<file path="src/rtl/store_merge_unit_pkg.sv">
// Shared load/store type codes and store merge FSM encodings.
// Optional misaligned-store fault: STORE_MISALIGN_EXC_EN.
package store_merge_unit_pkg;

    localparam logic [2:0] LoadWord      = 3'd0;
    localparam logic [2:0] LoadHalfWord  = 3'd1;
    localparam logic [2:0] LoadHalfWordU = 3'd2;
    localparam logic [2:0] LoadByte      = 3'd3;
    localparam logic [2:0] LoadByteU     = 3'd4;

    localparam logic [2:0] StoreWord     = 3'd0;
    localparam logic [2:0] StoreHalfWord = 3'd1;
    localparam logic [2:0] StoreByte     = 3'd2;

    typedef enum logic [2:0] {
        IDLE  = 3'd0,
        READ  = 3'd1,
        WRITE = 3'd2,
        DONE  = 3'd3,
        FAULT = 3'd4
    } smu_state_e;

    function automatic logic is_subword(input logic [2:0] t);
        return (t == StoreHalfWord) || (t == StoreByte);
    endfunction

endpackage

</file>
<file path="src/rtl/store_merge_unit_lane.sv">
// Combinational byte/halfword lane merge into an old memory word.
// Unknown store types behave as word stores.
module store_lane_merge
    import store_merge_unit_pkg::*;
(
    input  logic [31:0] old,
    input  logic [31:0] StoreData,
    input  logic [2:0]  StoreType,
    input  logic [1:0]  offset,
    output logic [31:0] merged
);

    logic [7:0] b;
    logic [15:0] h;

    assign b = StoreData[7:0];
    assign h = StoreData[15:0];

    always_comb begin
        merged = StoreData;
        unique case (1'b1)
            (StoreType == StoreByte): begin
                unique case (offset)
                    2'd0:    merged = {old[31:8], b};
                    2'd1:    merged = {old[31:16], b, old[7:0]};
                    2'd2:    merged = {old[31:24], b, old[15:0]};
                    default: merged = {b, old[23:0]};
                endcase
            end
            (StoreType == StoreHalfWord): begin
                // Only offset[1] selects the half; offset[0] is ignored here.
                if (offset[1])
                    merged = {h, old[15:0]};
                else
                    merged = {old[31:16], h};
            end
            default: merged = StoreData;
        endcase
    end

endmodule

</file>
<file path="src/rtl/store_merge_unit.sv">
// Store unit for a word-only memory: read-modify-write for sub-word stores.
// Optional misaligned-store fault: STORE_MISALIGN_EXC_EN.
module store_merge_unit
    import store_merge_unit_pkg::*;
#(
    parameter int ADDR_W = 32
) (
    input  logic              clk,
    input  logic              rst_n,
    input  logic              Start,
    input  logic [2:0]        StoreType,
    input  logic [ADDR_W-1:0] Addr,
    input  logic [31:0]       StoreData,
    output logic              Busy,
    output logic              Done,
    output logic              Error,
    output logic [ADDR_W-1:0] MemAddr,
    output logic              MemRdEn,
    input  logic [31:0]       MemRdData,
    input  logic              MemRdValid,
    output logic              MemWrEn,
    output logic [31:0]       MemWrData,
    input  logic              MemWrAck
);

    smu_state_e state_q, state_d;
    logic [2:0]        type_q, type_d;
    logic [1:0]        off_q, off_d;
    logic [31:0]       data_q, data_d;
    logic              busy_q, busy_d;
    logic              done_q, done_d;
    logic [ADDR_W-1:0] addr_q, addr_d;
    logic              rd_en_q, rd_en_d;
    logic              wr_en_q, wr_en_d;
    logic [31:0]       wr_data_q, wr_data_d;
    logic [31:0]       merged;

`ifdef STORE_MISALIGN_EXC_EN
    logic error_q, error_d;
    logic misalign;

    always_comb begin
        if (StoreType == StoreHalfWord)
            misalign = Addr[0];
        else if (StoreType == StoreByte)
            misalign = 1'b0;
        else
            misalign = (Addr[1:0] != 2'b00);
    end
`endif

    store_lane_merge u_merge (
        .old       (MemRdData),
        .StoreData (data_q),
        .StoreType (type_q),
        .offset    (off_q),
        .merged    (merged)
    );

    always_comb begin
        state_d   = state_q;
        type_d    = type_q;
        off_d     = off_q;
        data_d    = data_q;
        busy_d    = busy_q;
        done_d    = 1'b0;
        addr_d    = addr_q;
        rd_en_d   = rd_en_q;
        wr_en_d   = wr_en_q;
        wr_data_d = wr_data_q;
`ifdef STORE_MISALIGN_EXC_EN
        error_d   = 1'b0;
`endif
        unique case (state_q)
            IDLE: begin
                if (Start) begin
                    type_d = StoreType;
                    off_d  = Addr[1:0];
                    data_d = StoreData;
                    addr_d = {Addr[ADDR_W-1:2], 2'b00};
                    busy_d = 1'b1;
`ifdef STORE_MISALIGN_EXC_EN
                    if (misalign) begin
                        state_d = FAULT;
                    end else
`endif
                    if (is_subword(StoreType)) begin
                        state_d = READ;
                        rd_en_d = 1'b1;
                    end else begin
                        state_d   = WRITE;
                        wr_en_d   = 1'b1;
                        wr_data_d = StoreData;
                    end
                end
            end
            READ: begin
                if (MemRdValid) begin
                    state_d   = WRITE;
                    rd_en_d   = 1'b0;
                    wr_en_d   = 1'b1;
                    wr_data_d = merged;
                end
            end
            WRITE: begin
                if (MemWrAck) begin
                    state_d = DONE;
                    wr_en_d = 1'b0;
                    busy_d  = 1'b0;
                    done_d  = 1'b1;
                end
            end
            DONE: begin
                state_d = IDLE;
            end
`ifdef STORE_MISALIGN_EXC_EN
            FAULT: begin
                state_d = IDLE;
                busy_d  = 1'b0;
                done_d  = 1'b1;
                error_d = 1'b1;
            end
`endif
            default: begin
                state_d = IDLE;
                busy_d  = 1'b0;
                rd_en_d = 1'b0;
                wr_en_d = 1'b0;
            end
        endcase
    end

    always_ff @(posedge clk or negedge rst_n) begin
        if (!rst_n) begin
            state_q   <= IDLE;
            type_q    <= StoreWord;
            off_q     <= 2'b00;
            data_q    <= '0;
            busy_q    <= 1'b0;
            done_q    <= 1'b0;
            addr_q    <= '0;
            rd_en_q   <= 1'b0;
            wr_en_q   <= 1'b0;
            wr_data_q <= '0;
        end else begin
            state_q   <= state_d;
            type_q    <= type_d;
            off_q     <= off_d;
            data_q    <= data_d;
            busy_q    <= busy_d;
            done_q    <= done_d;
            addr_q    <= addr_d;
            rd_en_q   <= rd_en_d;
            wr_en_q   <= wr_en_d;
            wr_data_q <= wr_data_d;
        end
    end

`ifdef STORE_MISALIGN_EXC_EN
    always_ff @(posedge clk or negedge rst_n) begin
        if (!rst_n)
            error_q <= 1'b0;
        else
            error_q <= error_d;
    end

    assign Error = error_q;
`else
    assign Error = 1'b0;
`endif

    assign Busy      = busy_q;
    assign Done      = done_q;
    assign MemAddr   = addr_q;
    assign MemRdEn   = rd_en_q;
    assign MemWrEn   = wr_en_q;
    assign MemWrData = wr_data_q;

endmodule
</file>
<file path="config.mk">
export PLATFORM = sky130hd
export DESIGN_NAME = store_merge_unit
export DESIGN_NICKNAME = d
export VERILOG_FILES = /design/src/rtl/store_merge_unit_pkg.sv /design/src/rtl/store_merge_unit_lane.sv /design/src/rtl/store_merge_unit.sv
export SDC_FILE = /design/constraint.sdc
export NUM_CORES = 1
export LEC_CHECK = 0
export CORE_ASPECT_RATIO = 1.1
export CORE_MARGIN = 3
export CORE_UTILIZATION = 46
export CTS_CLUSTER_DIAMETER = 60
export CTS_CLUSTER_SIZE = 30
export DETAILED_ROUTE_END_ITERATION = 10
export HOLD_SLACK_MARGIN = 0.02
export MAX_ROUTING_LAYER = met4
export PLACE_DENSITY_LB_ADDON = 0.05
export SYNTH_ARGS = -nofsm -noshare
export SYNTH_HDL_FRONTEND = slang
export SYNTH_SLANG_ARGS = --single-unit
</file>
<file path="constraint.sdc">
create_clock -name clk -period 2.3 [get_ports clk]
set_input_delay 0.23 -clock clk [delete_from_list [all_inputs] [get_ports clk]]
set_output_delay 0.23 -clock clk [all_outputs]
set_load 0.1 [all_outputs]
</file>
==> results.sh, run 1 <==
export IMPL_status="finished, final reports clean"
export IMPL_fin_nets=735
export IMPL_ant_nets=0
export IMPL_ys_seq_elements=105
export IMPL_yosys_area_share_simple=0.0621
export IMPL_mostFrequentLayoutCell="dfrtp_1"
export IMPL_synth_cell_types=39
export IMPL_synth_top_area_share=0.500
export IMPL_worstPathRequired_ps=2540
export IMPL_final_area_mm2=0.00730
export IMPL_first_iter_violations=232
export IMPL_grt_overflow=0
export IMPL_drive_above_1_share=0.302
export IMPL_finalSetupTns_ps=0
export IMPL_yosysSeqAreaShare=0.500
export IMPL_netlist_instances=456
export IMPL_dp_slack_ps=88.3
export IMPL_clock_sinks=105
export IMPL_grt_pass1_wl_um=23600
export IMPL_io_pins=173
export IMPL_yosysWarnings=0
export IMPL_synth_compound_area_frac=0.161
export IMPL_first_pass_iters=5
export IMPL_slew_headroom=0.658
export IMPL_grt_usage=0.244
export IMPL_ff2ff_path_depth=7
export IMPL_yosysTopAreaCell="dfrtp_1"
export IMPL_dpl_cell_area_mm2=0.00695
export IMPL_synthXorXnorAreaFrac=0.00167
export IMPL_startpoint_type="flop"
export IMPL_cts_tree="done"
export IMPL_port_buffers=169
export IMPL_fin_cells=777
export IMPL_critPathMaxFanout=10
export IMPL_skew_ps=5.88
export IMPL_post_dp_hpwl_um=10700
export IMPL_crit_chain="inv_1, ha_2, nor2b_1, a222oi_1, buf_4, nand2_2, o221a_2"
export IMPL_netlist_area_mm2=0.00526
export IMPL_finalCritPeriodShare=0.946
export IMPL_worst_slack_ps=125
export IMPL_synth_top_family_by_area="multiplexers"
export IMPL_initial_core_util=0.475
export IMPL_rows=40
export IMPL_wl_per_cell_um=19.3
export IMPL_clock_latency_ps=350
export IMPL_clock_fmax_ghz=0.460
export IMPL_min_path_type="in -> async"
export IMPL_synth_main_ff_cell="dfrtp_1"
export IMPL_grt_max_degree=47
export IMPL_die_y_um=118
export IMPL_maxCapViolCount=0
export IMPL_n_fill_cell=915
export IMPL_tightest_slew_ps=513
export IMPL_synth_edf_count=0
export IMPL_mostFrequentLayoutCells="105 x dfrtp_1, 102 x clkdlybuf4s50_1, 81 x buf_4"
export IMPL_n_antenna_cell=0
export IMPL_vias=4395
export IMPL_slowest_stage="a222oi_1"
export IMPL_core_area_mm2=0.0111
export IMPL_arrival_ps=2420
export IMPL_clk_pin_slew_ps=70
export IMPL_period_needed_ps=2180
export IMPL_numPlacedInstances=758
export IMPL_grt_pass1_vias=4650
export IMPL_die_w_um=108
export IMPL_worstSetupPathType="reg -> reg"
export IMPL_drc=0
export IMPL_crit_path_max_incr_delay_ps=470
export IMPL_drt_total_wl_um=15000
export IMPL_synth_adder_area_share=0.0119
export IMPL_htree_levels=3
export IMPL_synthMuxAreaShare=0.225
export IMPL_dieArea_mm2=0.0127
export IMPL_final_hold_viol_count=0
export IMPL_synthTopCellsByArea="dfrtp_1 50%, mux2_2 16%, mux2i_1 6.5%"
export IMPL_area_growth_pct=38.9
export IMPL_clockRootBuffer="clkbuf_16"
export IMPL_setup_viol=0
export IMPL_cts_made_buffers=9
export IMPL_avgSynthCellArea_um2=11.5
export IMPL_drt_vias_per_instance=5.66
export IMPL_gp_congestion=0.850
export IMPL_end_kind="flop"
export IMPL_cts_buffer_depth=2
export IMPL_async_flop_share=1.00
export IMPL_antenna_found_initial=0
export IMPL_drv_slew=0
flip-flops by register name (all words and copies together) (netlist names):
name and cells:
MemAddr 30, Done 1, data_q 32, MemWrData 32, state_q 2, off_q 2, MemRdEn 1, type_q 3
Busy 1, MemWrEn 1
repair_timing:
item	in CTS	in global routing
setup buffers	0	3
setup endpoints to repair	0	32
endpoints found under the hold margin	34	0
gates resized for setup	0	2
hold buffers	1	0
cells in the mapped netlist, drive strengths merged (2+ instances only):
cell	number
nand2	15
a311oi	7
clkbuf	10
o21ai	35
inv	7
buf	20
a22o	7
nand2b	5
o221a	8
a21oi	48
a221o	17
dfrtp	105
and2	2
mux2i	34
mux2	75
nor2b	4
nor2	31
ha	5
nor3	11
stage by stage:
stage / hold WS (ps) / util
after global placement: 226 / 0.628
after CTS: 398 / 0.657
after detailed placement: 231 / 0.628
after global routing: 432 / 0.660
after floorplan: -65.6 / -
final: 389 / 0.660
area by class of cell:
class	instances	area, µm²	share of cell area
multi-input cells	316	2450	0.336
clock inverters	5	78.8	0.0108
well taps	147	184	0.0252
repair buffers	187	1700	0.233
flip-flops and latches	105	2630	0.360
inverters	7	26.3	0.00360
clock buffers	10	229	0.0314
worst paths after layout:
path / from / slack (ps) / endpoint
worst max-delay path: state_q[1] / 120 / MemWrData[2]
worst min-delay path: rst_n / 390 / MemWrData[12]
worst max register to register: state_q[1] / 120 / MemWrData[2]
worst min register to register: MemWrData[12] / 490 / MemWrData[12]
max in group asynchronous: rst_n / 1130 / MemAddr[15]
min in group clk: MemWrAck / 480 / Done
logic make-up (layout without fill, tap and decap cells):
logic type	after synthesis	after routing
fa+ha+maj	5	5
other cells	1	3
xor+xnor	1	1
flops	105	105
buf+inv	37	209
simple gates	70	70
compound gates	128	128
mux	109	109
worst max-delay path, delay by kind of cell (launching register included):
kind	cells	cell delay [ps]
adder cells (fa/ha/maj)	1	230
buffers and inverters	2	390
AO/OA/AOI/OAI	2	740
flip-flops	1	400
AND/OR/NAND/NOR	2	300
per-layer routing:
layer | share of wire | global-route usage | routed length [µm] | vias to the layer above
met1 | 0.42 | 0.306 | 6330 | 2160
met2 | 0.49 | 0.390 | 7330 | 189
met4 | 0.019 | 0.0931 | 286 | 0
li1 | - | - | - | 2023
met5 | 0 | - | 0 | -
met3 | 0.067 | 0.0499 | 1010 | 23
Power of run 1 is left out: the tool's default activity adds up to more than one toggle a clock period on the data nets, which glitch-free logic cannot reach.
==> inputs of run 2 (changes only) <==
==> constraint.sdc (replaced) <==
create_clock -name clk -period 2.2 [get_ports clk]
set_input_delay 0.22 -clock clk [delete_from_list [all_inputs] [get_ports clk]]
set_output_delay 0.22 -clock clk [all_outputs]
set_load 0.1 [all_outputs]
==> run 2 against run 1 <==
- register-to-register slack gained 40 ps
- via count shrank 0.96%
- maximum frequency grew 7.0%
- largest cell class unchanged
==> results.sh, run 2 (synthesis gave the netlist of run 1 again) <==
export IMPL_finalCritPeriodShare=0.924
export IMPL_slew_headroom=0.586
export IMPL_clk_pin_slew_ps=70
export IMPL_io_pins=173
export IMPL_die_w_um=108
export IMPL_initial_core_util=0.475
export IMPL_startpoint_type="flop"
export IMPL_maxCapViolCount=0
export IMPL_htree_levels=3
export IMPL_grt_pass1_vias=4701
export IMPL_min_path_type="in -> async"
export IMPL_n_antenna_cell=0
export IMPL_cts_tree="done"
export IMPL_end_kind="flop"
export IMPL_clock_fmax_ghz=0.492
export IMPL_reg2reg_to="MemWrData[8]"
export IMPL_final_util=0.661
export IMPL_clock_sinks=105
export IMPL_grt_pass1_wl_um=24100
export IMPL_grt_max_degree=47
export IMPL_drt_vias_per_instance=5.57
export IMPL_setup_viol=0
export IMPL_gp_congestion=0.828
export IMPL_critPathMaxFanout=24
export IMPL_post_dp_hpwl_um=10700
export IMPL_area_growth_pct=39.2
export IMPL_final_hold_viol_count=0
export IMPL_skew_ps=3.95
export IMPL_slowest_stage="dfrtp_1"
export IMPL_wl_per_cell_um=19.2
export IMPL_crit_chain="inv_2, ha_1, nor2b_1, a222oi_1, and2_1, buf_12, o21ai_0, o21ai_1"
export IMPL_first_iter_violations=137
export IMPL_crit_path_max_incr_delay_ps=430
export IMPL_multi_input_area_mm2=0.00245
export IMPL_clock_latency_ps=350
export IMPL_core_area_mm2=0.0111
export IMPL_port_buffers=169
export IMPL_worstPathRequired_ps=2480
export IMPL_drc=0
export IMPL_vias=4353
export IMPL_cts_buffer_depth=2
export IMPL_r2r_slack_ps=170
export IMPL_cts_made_buffers=9
export IMPL_crit_family="compound AO/OA/AOI/OAI gates"
export IMPL_mostFrequentLayoutCells="105 x dfrtp_1, 102 x clkdlybuf4s50_1, 84 x buf_4"
export IMPL_tightest_slew_ps=621
export IMPL_rows=40
export IMPL_grt_setup_unrepaired="false"
export IMPL_cp_startpoint="state_q[1]"
export IMPL_cp_num_cells=8
export IMPL_worstSetupPathType="reg -> reg"
export IMPL_antenna_found_initial=0
export IMPL_grt_overflow=0
export IMPL_die_y_um=118
export IMPL_drt_total_wl_um=15000
export IMPL_regArea_mm2=0.00263
export IMPL_first_pass_iters=4
export IMPL_crit_end="MemWrData[8]"
export IMPL_status="finished, final reports clean"
export IMPL_cp_buffers_inverters=2
export IMPL_n_fill_cell=883
export IMPL_period_needed_ps=2030
export IMPL_arrival_ps=2310
export IMPL_drive_above_1_share=0.306
export IMPL_r2r_start="state_q[1]"
export IMPL_clockRootBuffer="clkbuf_16"
export IMPL_ff2ff_path_depth=8
export IMPL_grt_usage=0.248
export IMPL_mostFrequentLayoutCell="dfrtp_1"
export IMPL_dieArea_mm2=0.0127
export IMPL_fin_nets=739
export IMPL_drv_slew=0
export IMPL_finalSetupTns_ps=0
export IMPL_ant_nets=0
## run 2: cell types whose count changed in the layout (fill, tap and decap cells not counted), moves of 2 or more
cell and delta:
buf_4 +3, o21ai_0 -2, clkinvlp_4 +3, o21ai_1 +2
## run 2: area by class of cell
type / instances / area share
Clock buffer: 10 / 0.0313
Clock inverter: 5 / 0.00787
Inverter: 7 / 0.00359
Multi-Input combinational cell: 316 / 0.335
Sequential cell: 105 / 0.359
Tap cell: 147 / 0.0251
Timing Repair Buffer: 191 / 0.238
## run 2: how the worst min path moves through the flow
stage	endpoint	slack, ps	cells past startpoint
after detailed placement	MemWrData[12]	280	1
after global placement	MemWrData[12]	270	1
after floorplan	Busy	-80	0
final	MemWrData[12]	430	2
after CTS	MemWrData[12]	440	2
after global routing	MemAddr[17]	460	2
## run 2: stage by stage
| stage | hold slack, ps | setup slack (ps) | instance area, µm² | instances |
|---|---|---|---|---|
| after floorplan | -75.6 | 260 | 5260 | 458 |
| after global placement | 267 | 182 | 6990 | 762 |
| after detailed placement | 276 | 82.7 | 6990 | 762 |
| after CTS | 440 | 85.7 | 7290 | 778 |
| after global routing | 463 | 17.4 | 7310 | 781 |
| final | 425 | 168 | 7310 | 781 |
## run 2: worst register-to-register path: cells and delay by family, from the launching register on
family                   cells  cell delay [ps]
AND/OR/NAND/NOR              2              400
flip-flops                   1              430
buffers and inverters        2              270
AO/OA/AOI/OAI                3              660
adder cells (fa/ha/maj)      1              200
## run 2: routing by layer
layer	track usage	wire length, µm	up-vias
li1	-	-	2035
met1	0.325	6360	2137
met2	0.389	7310	165
met3	0.0565	1090	16
met4	0.0679	206	0
met5	-	0	-
## run 2: what timing repair did
| item | 4_1_cts | 5_1_grt |
|---|---|---|
| setup buffers | 0 | 3 |
| setup endpoints to repair | 0 | 12 |
| hold buffers | 1 | 0 |
| gates resized for setup | 0 | 4 |
| hold endpoints to repair | 41 | 0 |
Power of run 2 is left out for the same reason.
